===== src/rtl/sdram_test_pkg.sv =====
// Shared types and helpers for the SDRAM pattern test master.
// Holds the run state encoding, the test pattern and the default parameter values.
package sdram_test_pkg;

    // Run sequencing states
    typedef enum logic [2:0] {
        IDLE   = 3'd0,
        WR_REQ = 3'd1,
        WR_REL = 3'd2,
        RD_REQ = 3'd3,
        RD_REL = 3'd4,
        DONE   = 3'd5
    } state_t;

    localparam logic [31:0] DEF_ADDR_FIRST  = 32'h0000_0000;
    localparam logic [31:0] DEF_ADDR_LAST   = 32'h0000_03FF;
    localparam logic [15:0] DEF_SEED        = 16'hA5C3;
    localparam int          DEF_TIMEOUT_CYC = 4096;

    // Deterministic pattern: only the low 16 address bits take part,
    // so callers pass the low half of the word address.
    function automatic logic [15:0] data(input logic [15:0] a, input logic [15:0] seed);
        return a ^ seed;
    endfunction

endpackage


===== src/rtl/sdram_test_master_if.sv =====
// SRAM-like memory request interface exported by the DDR3 wrapper.
// The master drives address/control/write data; the slave returns read data and ready.
interface sdram_test_master_if;
    logic [31:0] Addr;
    logic        CS;
    logic        L;
    logic        U;
    logic        WE;
    logic [15:0] WR;
    logic        big_r;
    logic [15:0] RD;
    logic [47:0] RD48;
    logic        ready;

    modport master (
        output Addr, CS, L, U, WE, WR, big_r,
        input  RD, RD48, ready
    );

    modport slave (
        input  Addr, CS, L, U, WE, WR, big_r,
        output RD, RD48, ready
    );
endinterface


===== src/rtl/sdram_test_checker.sv =====
// Read-back checker for the SDRAM pattern test.
// Compares 1 or 4 returned words against the pattern, keeps a saturating
// mismatch count and captures the lowest failing word of the first bad read.
module sdram_test_checker
    import sdram_test_pkg::*;
#(
    parameter int          LANES = 1,
    parameter logic [15:0] SEED  = DEF_SEED
) (
    input  logic                  clk,
    input  logic                  i_rst,
    input  logic                  i_clear,
    input  logic                  i_valid,
    input  logic [31:0]           i_addr,
    input  logic [LANES*16-1:0]   i_rd,
    output logic [15:0]           o_err_cnt,
    output logic [31:0]           o_fail_addr,
    output logic [15:0]           o_fail_data
);

    logic [15:0] r_err_cnt;
    logic [31:0] r_fail_addr;
    logic [15:0] r_fail_data;

    logic [2:0]  w_n_bad;
    logic        w_any_bad;
    logic [31:0] w_bad_addr;
    logic [15:0] w_bad_data;
    logic [16:0] w_sum;

    // Per-lane compare; walking from the top lane down leaves the lowest mismatch captured.
    always_comb begin
        // NOTE: every combinational output gets a default first so no path
        // leaves it unassigned, which would otherwise infer a latch.
        w_n_bad    = '0;
        w_any_bad  = 1'b0;
        w_bad_addr = '0;
        w_bad_data = '0;
        for (int k = LANES - 1; k >= 0; k--) begin
            if (i_rd[k*16 +: 16] != data(i_addr[15:0] + 16'(k), SEED)) begin
                w_n_bad    = w_n_bad + 3'd1;
                w_any_bad  = 1'b1;
                w_bad_addr = i_addr + 32'(k);
                w_bad_data = i_rd[k*16 +: 16];
            end
        end
        w_sum = {1'b0, r_err_cnt} + {14'd0, w_n_bad};
    end

    // Error counter with saturation, plus first-fail capture while the count is still zero.
    always_ff @(posedge clk) begin
        // NOTE: sequential state uses non-blocking assignments so every
        // register samples pre-edge values regardless of statement order.
        if (i_rst || i_clear) begin
            r_err_cnt   <= '0;
            r_fail_addr <= '0;
            r_fail_data <= '0;
        end else if (i_valid) begin
            r_err_cnt <= w_sum[16] ? 16'hFFFF : w_sum[15:0];
            if (w_any_bad && (r_err_cnt == 16'd0)) begin
                r_fail_addr <= w_bad_addr;
                r_fail_data <= w_bad_data;
            end
        end
    end

    assign o_err_cnt   = r_err_cnt;
    assign o_fail_addr = r_fail_addr;
    assign o_fail_data = r_fail_data;

endmodule


===== src/rtl/sdram_test_master.sv =====
// Pattern write / read-back test master for the DDR3 wrapper SRAM-like port.
// Writes data(a) = a ^ SEED over [ADDR_FIRST, ADDR_LAST], reads it back and
// reports pass/fail, mismatch count, first failing address/data and timeout.
// Optional build macro SDRAM_TEST_BIG_READ_EN: read phase uses 64-bit reads
// (m_big_r=1), stepping by 4 words and checking all four returned words.
module sdram_test_master
    import sdram_test_pkg::*;
#(
    parameter logic [31:0] ADDR_FIRST  = DEF_ADDR_FIRST,
    parameter logic [31:0] ADDR_LAST   = DEF_ADDR_LAST,
    parameter logic [15:0] SEED        = DEF_SEED,
    parameter int          TIMEOUT_CYC = DEF_TIMEOUT_CYC
) (
    input  logic                        clk,
    input  logic                        i_rst,
    input  logic                        i_start,
    sdram_test_master_if.master         m,
    output logic                        o_busy,
    output logic                        o_done,
    output logic                        o_pass,
    output logic                        o_timeout,
    output logic [15:0]                 o_err_cnt,
    output logic [31:0]                 o_fail_addr,
    output logic [15:0]                 o_fail_data
);

`ifdef SDRAM_TEST_BIG_READ_EN
    localparam int   LANES = 4;
    localparam logic BIG_R = 1'b1;
    logic [63:0] w_rd_lanes;
    assign w_rd_lanes = {m.RD48, m.RD};
`else
    localparam int   LANES = 1;
    localparam logic BIG_R = 1'b0;
    logic [15:0] w_rd_lanes;
    logic        w_unused_rd48;
    assign w_rd_lanes    = m.RD;
    assign w_unused_rd48 = ^m.RD48;
`endif

    localparam logic [31:0] RD_STEP = 32'(LANES);

    state_t      r_state;
    state_t      w_next;
    logic [31:0] r_addr;
    logic [31:0] r_wait;
    logic        r_busy;
    logic        r_done;
    logic        r_pass;
    logic        r_timeout;

    logic        w_start_run;
    logic        w_expired;
    logic        w_wr_last;
    logic        w_rd_last;
    logic        w_abort;
    logic        w_chk_valid;
    logic [15:0] w_err_cnt;

    assign w_start_run = i_start && ((r_state == IDLE) || (r_state == DONE));
    assign w_expired   = (r_wait == 32'(TIMEOUT_CYC - 1));
    // Equality before increment keeps ADDR_LAST = all-ones from wrapping.
    assign w_wr_last   = (r_addr == ADDR_LAST);
    assign w_rd_last   = ((r_addr + RD_STEP - 32'd1) == ADDR_LAST);
    assign w_chk_valid = (r_state == RD_REQ) && m.ready;

    // State register; reset returns to IDLE, which drops m_CS on the same edge.
    always_ff @(posedge clk) begin
        if (i_rst) begin
            r_state <= IDLE;
        end else begin
            r_state <= w_next;
        end
    end

    // Next-state: request until ready, release until ready falls, abort on wait expiry.
    always_comb begin
        w_next  = r_state;
        w_abort = 1'b0;
        case (r_state)
            IDLE, DONE: begin
                if (i_start) w_next = WR_REQ;
            end
            WR_REQ: begin
                if (m.ready) begin
                    w_next = WR_REL;
                end else if (w_expired) begin
                    w_next  = DONE;
                    w_abort = 1'b1;
                end
            end
            WR_REL: begin
                if (!m.ready) begin
                    w_next = w_wr_last ? RD_REQ : WR_REQ;
                end else if (w_expired) begin
                    w_next  = DONE;
                    w_abort = 1'b1;
                end
            end
            RD_REQ: begin
                if (m.ready) begin
                    w_next = RD_REL;
                end else if (w_expired) begin
                    w_next  = DONE;
                    w_abort = 1'b1;
                end
            end
            RD_REL: begin
                if (!m.ready) begin
                    w_next = w_rd_last ? DONE : RD_REQ;
                end else if (w_expired) begin
                    w_next  = DONE;
                    w_abort = 1'b1;
                end
            end
            default: w_next = IDLE;
        endcase
    end

    // Bus outputs decoded from state; request fields stay stable while in a REQ state.
    always_comb begin
        m.CS    = 1'b0;
        m.WE    = 1'b0;
        m.L     = 1'b0;
        m.U     = 1'b0;
        m.WR    = '0;
        m.big_r = 1'b0;
        m.Addr  = r_addr;
        case (r_state)
            WR_REQ: begin
                m.CS = 1'b1;
                m.WE = 1'b1;
                m.L  = 1'b1;
                m.U  = 1'b1;
                m.WR = data(r_addr[15:0], SEED);
            end
            RD_REQ: begin
                m.CS    = 1'b1;
                m.L     = 1'b1;
                m.U     = 1'b1;
                m.big_r = BIG_R;
            end
            default: ;
        endcase
    end

    // Address walk, per-state wait counter and run status flags.
    always_ff @(posedge clk) begin
        if (i_rst) begin
            r_addr    <= '0;
            r_wait    <= '0;
            r_busy    <= 1'b0;
            r_done    <= 1'b0;
            r_pass    <= 1'b0;
            r_timeout <= 1'b0;
        end else begin
            if ((w_next != r_state) || (r_state == IDLE) || (r_state == DONE)) begin
                r_wait <= '0;
            end else begin
                r_wait <= r_wait + 32'd1;
            end

            if (w_start_run) begin
                r_addr    <= ADDR_FIRST;
                r_busy    <= 1'b1;
                r_done    <= 1'b0;
                r_pass    <= 1'b0;
                r_timeout <= 1'b0;
            end else begin
                if ((r_state == WR_REL) && !m.ready) begin
                    r_addr <= w_wr_last ? ADDR_FIRST : r_addr + 32'd1;
                end
                if ((r_state == RD_REL) && !m.ready && !w_rd_last) begin
                    r_addr <= r_addr + RD_STEP;
                end
                if (w_abort) begin
                    r_timeout <= 1'b1;
                end
                if ((w_next == DONE) && (r_state != DONE)) begin
                    r_busy <= 1'b0;
                    r_done <= 1'b1;
                    r_pass <= (w_err_cnt == 16'd0) && !w_abort && !r_timeout;
                end
            end
        end
    end

    sdram_test_checker #(
        .LANES (LANES),
        .SEED  (SEED)
    ) u_checker (
        .clk         (clk),
        .i_rst       (i_rst),
        .i_clear     (w_start_run),
        .i_valid     (w_chk_valid),
        .i_addr      (r_addr),
        .i_rd        (w_rd_lanes),
        .o_err_cnt   (w_err_cnt),
        .o_fail_addr (o_fail_addr),
        .o_fail_data (o_fail_data)
    );

    assign o_busy    = r_busy;
    assign o_done    = r_done;
    assign o_pass    = r_pass;
    assign o_timeout = r_timeout;
    assign o_err_cnt = w_err_cnt;

endmodule


===== src/flat_wrapper.sv =====
// flat-port wrapper written by rule: the top's interface ports become plain ports
module sdram_test_master_flat import sdram_test_pkg::*;
#(
    parameter logic [31:0] ADDR_FIRST  = DEF_ADDR_FIRST,
    parameter logic [31:0] ADDR_LAST   = DEF_ADDR_LAST,
    parameter logic [15:0] SEED        = DEF_SEED,
    parameter int          TIMEOUT_CYC = DEF_TIMEOUT_CYC
)
  (clk, i_rst, i_start, o_busy, o_done, o_pass, o_timeout, o_err_cnt, o_fail_addr, o_fail_data, m_Addr, m_CS, m_L, m_U, m_WE, m_WR, m_big_r, m_RD, m_RD48, m_ready);
  sdram_test_master_if m_i ();
  input  logic clk;
  input  logic i_rst;
  input  logic i_start;
  output logic o_busy;
  output logic o_done;
  output logic o_pass;
  output logic o_timeout;
  output logic [15:0] o_err_cnt;
  output logic [31:0] o_fail_addr;
  output logic [15:0] o_fail_data;
  output wire logic [$bits(m_i.Addr)-1:0] m_Addr;
  output wire logic [$bits(m_i.CS)-1:0] m_CS;
  output wire logic [$bits(m_i.L)-1:0] m_L;
  output wire logic [$bits(m_i.U)-1:0] m_U;
  output wire logic [$bits(m_i.WE)-1:0] m_WE;
  output wire logic [$bits(m_i.WR)-1:0] m_WR;
  output wire logic [$bits(m_i.big_r)-1:0] m_big_r;
  input wire logic [$bits(m_i.RD)-1:0] m_RD;
  input wire logic [$bits(m_i.RD48)-1:0] m_RD48;
  input wire logic [$bits(m_i.ready)-1:0] m_ready;
  assign m_Addr = m_i.Addr;
  assign m_CS = m_i.CS;
  assign m_L = m_i.L;
  assign m_U = m_i.U;
  assign m_WE = m_i.WE;
  assign m_WR = m_i.WR;
  assign m_big_r = m_i.big_r;
  assign m_i.RD = m_RD;
  assign m_i.RD48 = m_RD48;
  assign m_i.ready = m_ready;
  sdram_test_master #(.ADDR_FIRST(ADDR_FIRST), .ADDR_LAST(ADDR_LAST), .SEED(SEED), .TIMEOUT_CYC(TIMEOUT_CYC)) u_core (.clk(clk), .i_rst(i_rst), .i_start(i_start), .m(m_i), .o_busy(o_busy), .o_done(o_done), .o_pass(o_pass), .o_timeout(o_timeout), .o_err_cnt(o_err_cnt), .o_fail_addr(o_fail_addr), .o_fail_data(o_fail_data));
endmodule

===== config.mk =====
export PLATFORM = sky130hd
export DESIGN_NAME = sdram_test_master_flat
export DESIGN_NICKNAME = d
export VERILOG_FILES = /design/src/rtl/sdram_test_pkg.sv /design/src/rtl/sdram_test_master_if.sv /design/src/rtl/sdram_test_checker.sv /design/src/rtl/sdram_test_master.sv /design/src/flat_wrapper.sv
export SDC_FILE = /design/constraint.sdc
export NUM_CORES = 1
export LEC_CHECK = 0
export ABC_AREA = 1
export BUFFER_PORTS_ARGS = -buffer_cell sky130_fd_sc_hd__buf_4
export CAP_MARGIN = 20
export CORE_MARGIN = 1
export CORE_UTILIZATION = 55
export DETAILED_ROUTE_END_ITERATION = 10
export PLACE_DENSITY = 0.81
export SLEW_MARGIN = 5
export SYNTH_ARGS = -nofsm -noshare
export SYNTH_HDL_FRONTEND = slang
export SYNTH_SLANG_ARGS = --single-unit
export TNS_END_PERCENT = 5

===== constraint.sdc =====
create_clock -name clk -period 4 [get_ports clk]
set_input_delay 0.2 -clock clk [delete_from_list [all_inputs] [get_ports clk]]
set_output_delay 0.2 -clock clk [all_outputs]
set_load 0.05 [all_outputs]

==> results of run 1 <==
worst max-delay path, stage by stage (launching register included):
cell and delay [ns]:
dfxtp_1 0.55, nand2_1 0.23, nor2_4 0.26, nand2_2 0.14
inv_2 0.15, nand2_1 0.08, nand2_2 0.11, nand2_1 0.11
nor2_1 0.16, nand2_1 0.06, nor2_1 0.30, nand3_1 0.12
nand2_1 0.07, nand2_1 0.05, nor2_1 0.09, nand2_1 0.06
nor2_1 0.15, nand2_2 0.13, nand3_4 0.20, buf_4 0.25
a21oi_1 0.08, nor3_1 0.22
logic make-up after synthesis:
logic type               Yosys count
AO/OA/AOI/OAI                    133
XOR/XNOR                          38
adder cells (fa/ha/maj)            5
buffers and inverters            190
flip-flops                       135
other                              1
AND/OR/NAND/NOR                  844
flip-flops by register name, indices dropped and copies added (netlist names), 3 cells and up:
register                      cells
u_core.u_checker.o_fail_addr     32
u_core.r_wait                    32
u_core.u_checker.o_fail_data     16
u_core.m.Addr                    32
u_core.r_state                    3
u_core.u_checker.o_err_cnt       16
cells in the mapped netlist, types with 2 or more instances:
cell type,instances
nand2_1,359
nor2_1,242
dfxtp_1,135
inv_1,130
nand3_1,92
a21oi_1,64
nor3_1,52
a211oi_1,37
nand4_1,34
xor2_1,25
clkbuf_1,22
o21ai_0,19
nor4_1,18
xnor2_1,13
buf_2,12
nor2_2,12
buf_4,10
nand2_2,9
inv_2,8
nor3_2,7
ha_1,5
buf_1,4
nor3b_1,4
buf_6,3
nand3_2,3
nand3b_1,3
nor2_4,3
o21ai_1,3
a31oi_1,2
nand3_4,2
o21bai_1,2
or2_2,2
timing repair:
action | 4_1_cts | 5_1_grt
hold buffers | 1 | 0
endpoints found under the setup margin | 0 | 53
hold endpoints to repair | 4 | 0
resized for setup | 0 | 3
how the worst max path moves through the flow:
stage,slack [ns],end,from,cells past startpoint
final,0.31,u_core.m.Addr[0],u_core.m.Addr[5],21
after global routing,0.03,u_core.m.Addr[0],u_core.m.Addr[5],21
after CTS,0.25,u_core.m.Addr[4],u_core.m.Addr[0],22
after detailed placement,0.30,u_core.m.Addr[8],u_core.m.Addr[0],21
after global placement,0.35,u_core.m.Addr[2],u_core.m.Addr[0],21
after floorplan,0.68,u_core.r_wait[18],u_core.m.Addr[0],24
area by class of cell:
| cell class | instances | area, um2 | share of cell area |
|---|---|---|---|
| clock buffers | 24 | 502 | 0.0494 |
| clock inverters | 7 | 92.6 | 0.00912 |
| inverters | 139 | 522 | 0.0514 |
| multi-input cells | 1021 | 4880 | 0.481 |
| flip-flops and latches | 135 | 2700 | 0.266 |
| well taps | 184 | 230 | 0.0227 |
| repair buffers | 160 | 1220 | 0.120 |
cells in the final DEF (no fill, tap or decap), drive strengths merged:
cell,n
a31oi,2
a221oi,1
nand2,368
buf,159
nor2,257
inv,138
xnor2,13
nor4b,1
o21ai,23
dlygate4sd3,1
o21bai,2
o211ai,1
o31ai,1
nor3b,4
nand3,97
dfxtp,135
nand4,34
a21oi,64
xor2,25
conb,1
clkinv,6
or2,2
clkbuf,24
and3,1
ha,5
a211oi,37
nor4,18
o22ai,1
bufinv,2
nand3b,3
o221ai,1
nor3,59
per-layer routing:
layer,vias up,GRT usage
met2,398,0.515
met3,57,0.0813
met1,4150,0.422
li1,4623,-
met5,-,0
met4,0,0.138
where the power goes:
part           internal [uW]  switching, uW  total (uW)
logic                   69.9            191         261
clock network            996            586        1580
registers               1350           6.12        1360
stage by stage:
stage | std cells | instance area [um2] | hold slack (ns) | util | total power, uW
floorplan | 1346 | 8360 | 0.269 | - | 1570
global placement | 1638 | 9530 | 0.421 | 0.649 | 1640
detailed placement | 1638 | 9530 | 0.422 | 0.649 | 1650
CTS | 1670 | 10100 | 0.0536 | 0.690 | 3210
global route | 1670 | 10100 | 0.0616 | 0.691 | 3290
finish | 1670 | 10100 | 0.0632 | 0.691 | 3200
==> impl_metrics.env, run 1 <==
export IMPL_cts_made_buffers=17
export IMPL_h_tree_depth=4
export IMPL_yosys_area_top_type="dfxtp_1"
export IMPL_via_count=9228
export IMPL_dr_pass1_iters=9
export IMPL_setup_slack_ns=0.311
export IMPL_io_buffers=139
export IMPL_row_count=44
export IMPL_syn2layout_area_growth_pct=21.5
export IMPL_drt_iter0_drc=793
export IMPL_die_y_um=125
export IMPL_gr_total_overflow=0
export IMPL_async_reset_ff_frac=0
export IMPL_synth_seq_cells=135
export IMPL_start_kind="flop"
export IMPL_viasPerCell=5.53
export IMPL_critPathMaxFanout=14
export IMPL_setup_tns_ns=0
export IMPL_required_ns=4.33
export IMPL_setup_worst_path_class="reg -> reg"
export IMPL_worstReg2RegEnd="u_core.m.Addr[0]"
export IMPL_start_util=0.568
export IMPL_min_path_type="in -> reg"
export IMPL_hold_depth=3
export IMPL_rsz0062_at_grt="no"
export IMPL_synthFlopType="dfxtp_1"
export IMPL_drc=7
export IMPL_drive_gt1_frac=0.160
export IMPL_powerDensity_nw_per_um2=315
export IMPL_crit_arrival_ns=4.02
export IMPL_worst_setup_path_end_kind="flop"
export IMPL_synth_edf_count=0
export IMPL_synth_xor_area_share=0.0398
export IMPL_ys_seq_area_frac=0.323
export IMPL_dp_hpwl_um=19100
export IMPL_synth_nets=1419
export IMPL_routed_wl_um=25500
export IMPL_clk_path_buf_depth=2
export IMPL_grt_max_degree=59
export IMPL_core_area_um2=14700
export IMPL_synth_area_leaders="dfxtp_1, nand2_1, nor2_1, inv_1, nand3_1"
export IMPL_clk_pin_slew_ns=0.06
export IMPL_synth_fa_ha_area_frac=0.00749
export IMPL_insertion_delay_ns=0.42
export IMPL_peakVddDrop_mv=0.373
export IMPL_synth_top_family_by_area="simple AND/OR/NAND/NOR gates"
export IMPL_yosys_warnings=0
export IMPL_final_hold_viol_count=0
export IMPL_max_cap_violations=0
export IMPL_skew_ns=0.00832
export IMPL_leakage_uw=0.00438
export IMPL_muxShareOfSynthArea=0
export IMPL_maxSlewHeadroom=0.560
export IMPL_finalCritPeriodShare=0.922
export IMPL_layout_nets=1547
export IMPL_n_antenna_cell=0
export IMPL_status="complete, but fails checks"
export IMPL_syn_avg_cell_area_um2=6.21
export IMPL_synth_top_area_frac=0.323
export IMPL_synth_compound_area_frac=0.0937
export IMPL_worstHoldStart="m_RD[13]"
export IMPL_rrSetupSlack_ns=0.31
export IMPL_cts_root_buf="clkbuf_16"
export IMPL_ios=189
export IMPL_fill_cells=1304
export IMPL_grt_usage=0.326
export IMPL_period_minus_slack_ns=3.69
export IMPL_wl_met2_um=11400
export IMPL_die_w_um=125
export IMPL_clock_fmax_ghz=0.271
export IMPL_cts_sink_count=135
export IMPL_drv_slew=0
export IMPL_wl_per_cell_um=15.3
export IMPL_ys_types=42
export IMPL_design_die_area_um2=15700
export IMPL_reg2reg_from="u_core.m.Addr[5]"
export IMPL_grt_pass1_wl_um=40900
export IMPL_antenna_found_initial=0
export IMPL_wl_met1_um=11200
export IMPL_r2r_cells=21
export IMPL_syn_inst=1346
export IMPL_min_to="u_core.u_checker.o_fail_data[13]"
export IMPL_cts_setup_buffers=0
export IMPL_worstMarginPinSlew_ns=0.659
export IMPL_violations="design-rule violations"
export IMPL_synthSimpleGateAreaFrac=0.441
export IMPL_dp_slack_ns=0.298
export IMPL_finalSetupViolations=0
export IMPL_synth_area_um2=8360
export IMPL_highest_signal_layer="met4"
export IMPL_antenna_left=0
export IMPL_wl_met3_um=2150
export IMPL_gp_congestion=0.945
export IMPL_cts_tree="built"
export IMPL_grt_pass1_vias=8243
Power figures use the tool's default switching activity.
==> inputs of run 2 (changes only) <==
BUFFER_PORTS_ARGS = default   (was -buffer_cell sky130_fd_sc_hd__buf_4)
CORE_UTILIZATION = 65   (was 55)
DONT_BUFFER_PORTS = 1   (was default)
==> run 2 against run 1 <==
Compared with the run above:
- the flow finishes with violations (negative hold slack)
- die area down 15%
- clock power down 3%
- worst hold slack worse by 0.064 ns
- largest cell class unchanged
- sequential share of layout area up 1.7 points
- utilization up 6.8 points
- cell count down 5.7%
- flip-flop and latch count unchanged
- first-iteration DRC count up 51%
- worst setup slack worse by 0.091 ns
- critical path type unchanged
==> impl_metrics.env, run 2 (synthesis gave the netlist of run 1 again) <==
export IMPL_finalCritPeriodShare=0.945
export IMPL_die_y_um=115
export IMPL_grt_usage=0.393
export IMPL_register_area_um2=2700
export IMPL_required_ns=4.35
export IMPL_final_common_cell="nand2_1"
export IMPL_cts_setup_buffers=0
export IMPL_core_area_um2=12600
export IMPL_layout_nets=1462
export IMPL_clk_path_buf_depth=2
export IMPL_worstMarginPinSlew_ns=0.750
export IMPL_cts_tree="built"
export IMPL_final_hold_viol_count=1
export IMPL_rsz0062_at_grt="no"
export IMPL_antenna_left=0
export IMPL_cts_made_buffers=17
export IMPL_slowest_delay_ns=0.56
export IMPL_worstPathCellList="nand2_1 -> nor2_1 -> nand2_1 -> nor2_1 -> nand2_1 -> nand2_1 -> nand2_1 -> nor2_1 -> inv_1 -> nor2_1 -> nand3_1 -> nand2_1 -> nand2_1 -> nor2_1 -> nand2_1 -> nor2_1 -> nand2_2 -> nand3_4 -> buf_4 -> a21oi_1 -> nor3_1"
export IMPL_reg2reg_from="u_core.m.Addr[12]"
export IMPL_drv_slew=0
export IMPL_design_die_area_um2=13300
export IMPL_wl_per_cell_um=16.5
export IMPL_worst_setup_path_end_kind="flop"
export IMPL_finalSetupViolations=0
export IMPL_antenna_found_initial=0
export IMPL_ios=189
export IMPL_drt_iter0_drc=1195
export IMPL_h_tree_depth=4
export IMPL_setup_worst_path_class="reg -> reg"
export IMPL_timing_hold_ws_ns=-0.000797
export IMPL_startpoint="u_core.m.Addr[12]"
export IMPL_drc=0
export IMPL_violations="negative hold slack"
export IMPL_fill_cells=1030
export IMPL_start_util=0.665
export IMPL_dr_pass1_iters=6
export IMPL_placed_cells=1531
export IMPL_cpMaxStageDelayCell="dfxtp_1"
export IMPL_setup_tns_ns=0
export IMPL_grt_pass1_wl_um=40500
export IMPL_insertion_delay_ns=0.43
export IMPL_io_buffers=0
export IMPL_powerDensity_nw_per_um2=330
export IMPL_crit_top_cell="nand2_1"
export IMPL_cts_sink_count=135
export IMPL_grt_max_degree=61
export IMPL_peakVddDrop_mv=0.378
export IMPL_via_count=9163
export IMPL_critPathMaxFanout=13
export IMPL_gp_congestion=0.973
export IMPL_row_count=41
export IMPL_leakage_uw=0.00391
export IMPL_n_antenna_cell=0
export IMPL_die_w_um=115
export IMPL_maxSlewHeadroom=0.499
export IMPL_worstHoldStart="m_RD[10]"
export IMPL_drive_gt1_frac=0.106
export IMPL_dp_hpwl_um=18700
export IMPL_clock_fmax_ghz=0.265
export IMPL_syn2layout_area_growth_pct=14.1
export IMPL_max_cap_violations=0
export IMPL_start_kind="flop"
export IMPL_routed_wl_um=25900
export IMPL_crit_arrival_ns=4.13
export IMPL_status="complete, but fails checks"
export IMPL_clk_pin_slew_ns=0.06
export IMPL_gr_total_overflow=0
export IMPL_period_minus_slack_ns=3.78
export IMPL_fin_cells=1574
export IMPL_min_path_type="in -> reg"
export IMPL_final_cell_mix="nand2_1, nor2_1, dfxtp_1"
export IMPL_cts_root_buf="clkbuf_16"
export IMPL_grt_pass1_vias=8197
export IMPL_skew_ns=0.0104
export IMPL_viasPerCell=5.82
export IMPL_multiInputGateArea_um2=4890
==> run 2: what timing repair did <==
item	4_1_cts	5_1_grt
resized for setup	0	4
endpoints found under the hold margin	13	0
setup endpoints to repair	0	48
hold buffers	10	0
==> run 2: critical path, delay by kind of cell, from the launching register on <==
kind | cells | cell delay, ns
AND/OR/NAND/NOR | 18 | 2.72
AO/OA/AOI/OAI | 1 | 0.09
flip-flops | 1 | 0.56
buffers and inverters | 2 | 0.33
==> run 2: worst paths after layout <==
check                                     end  slack (ns)  cells past startpoint
max reg2reg                  u_core.m.Addr[0]        0.22                     21
min reg2reg                  u_core.r_wait[0]        0.46                      1
max                          u_core.m.Addr[0]        0.22                     21
min          u_core.u_checker.o_fail_data[10]     -0.0008                      2
==> run 2: layout make-up <==
type / count / share of cell area
sequential: 135 / 0.284
clock inverter: 13 / 0.0129
multi-input combinational: 1021 / 0.513
inverter: 139 / 0.0547
clock buffer: 19 / 0.0475
tap: 172 / 0.0226
timing repair buffer: 75 / 0.0656
==> run 2: report_power, final <==
group	switching [uW]	internal (uW)	leakage, uW
logic	174	61.3	0.00254
registers	22.5	1350	0.00109
clock network	641	894	0.000278
==> run 2: routing by layer <==
| metal | share of wire | up-vias | routed length, um | GRT usage |
|---|---|---|---|---|
| li1 | - | 4474 | - | - |
| met1 | 0.41 | 4048 | 10500 | 0.498 |
| met2 | 0.44 | 539 | 11400 | 0.610 |
| met3 | 0.12 | 102 | 3030 | 0.125 |
| met4 | 0.038 | 0 | 983 | 0.178 |
| met5 | 0 | - | 0 | 0 |
==> run 2: per-stage QoR <==
step,utilization,worst slack (ns),instance area [um2],total power [uW],hold slack [ns]
floorplan,-,0.683,8360,1570,0.269
global placement,0.702,0.306,8820,1620,0.270
detailed placement,0.702,0.264,8820,1620,0.272
CTS,0.755,0.216,9490,3130,0.00191
global route,0.758,0.00992,9530,3210,0.0103
finish,0.758,0.220,9530,3140,-0.000797
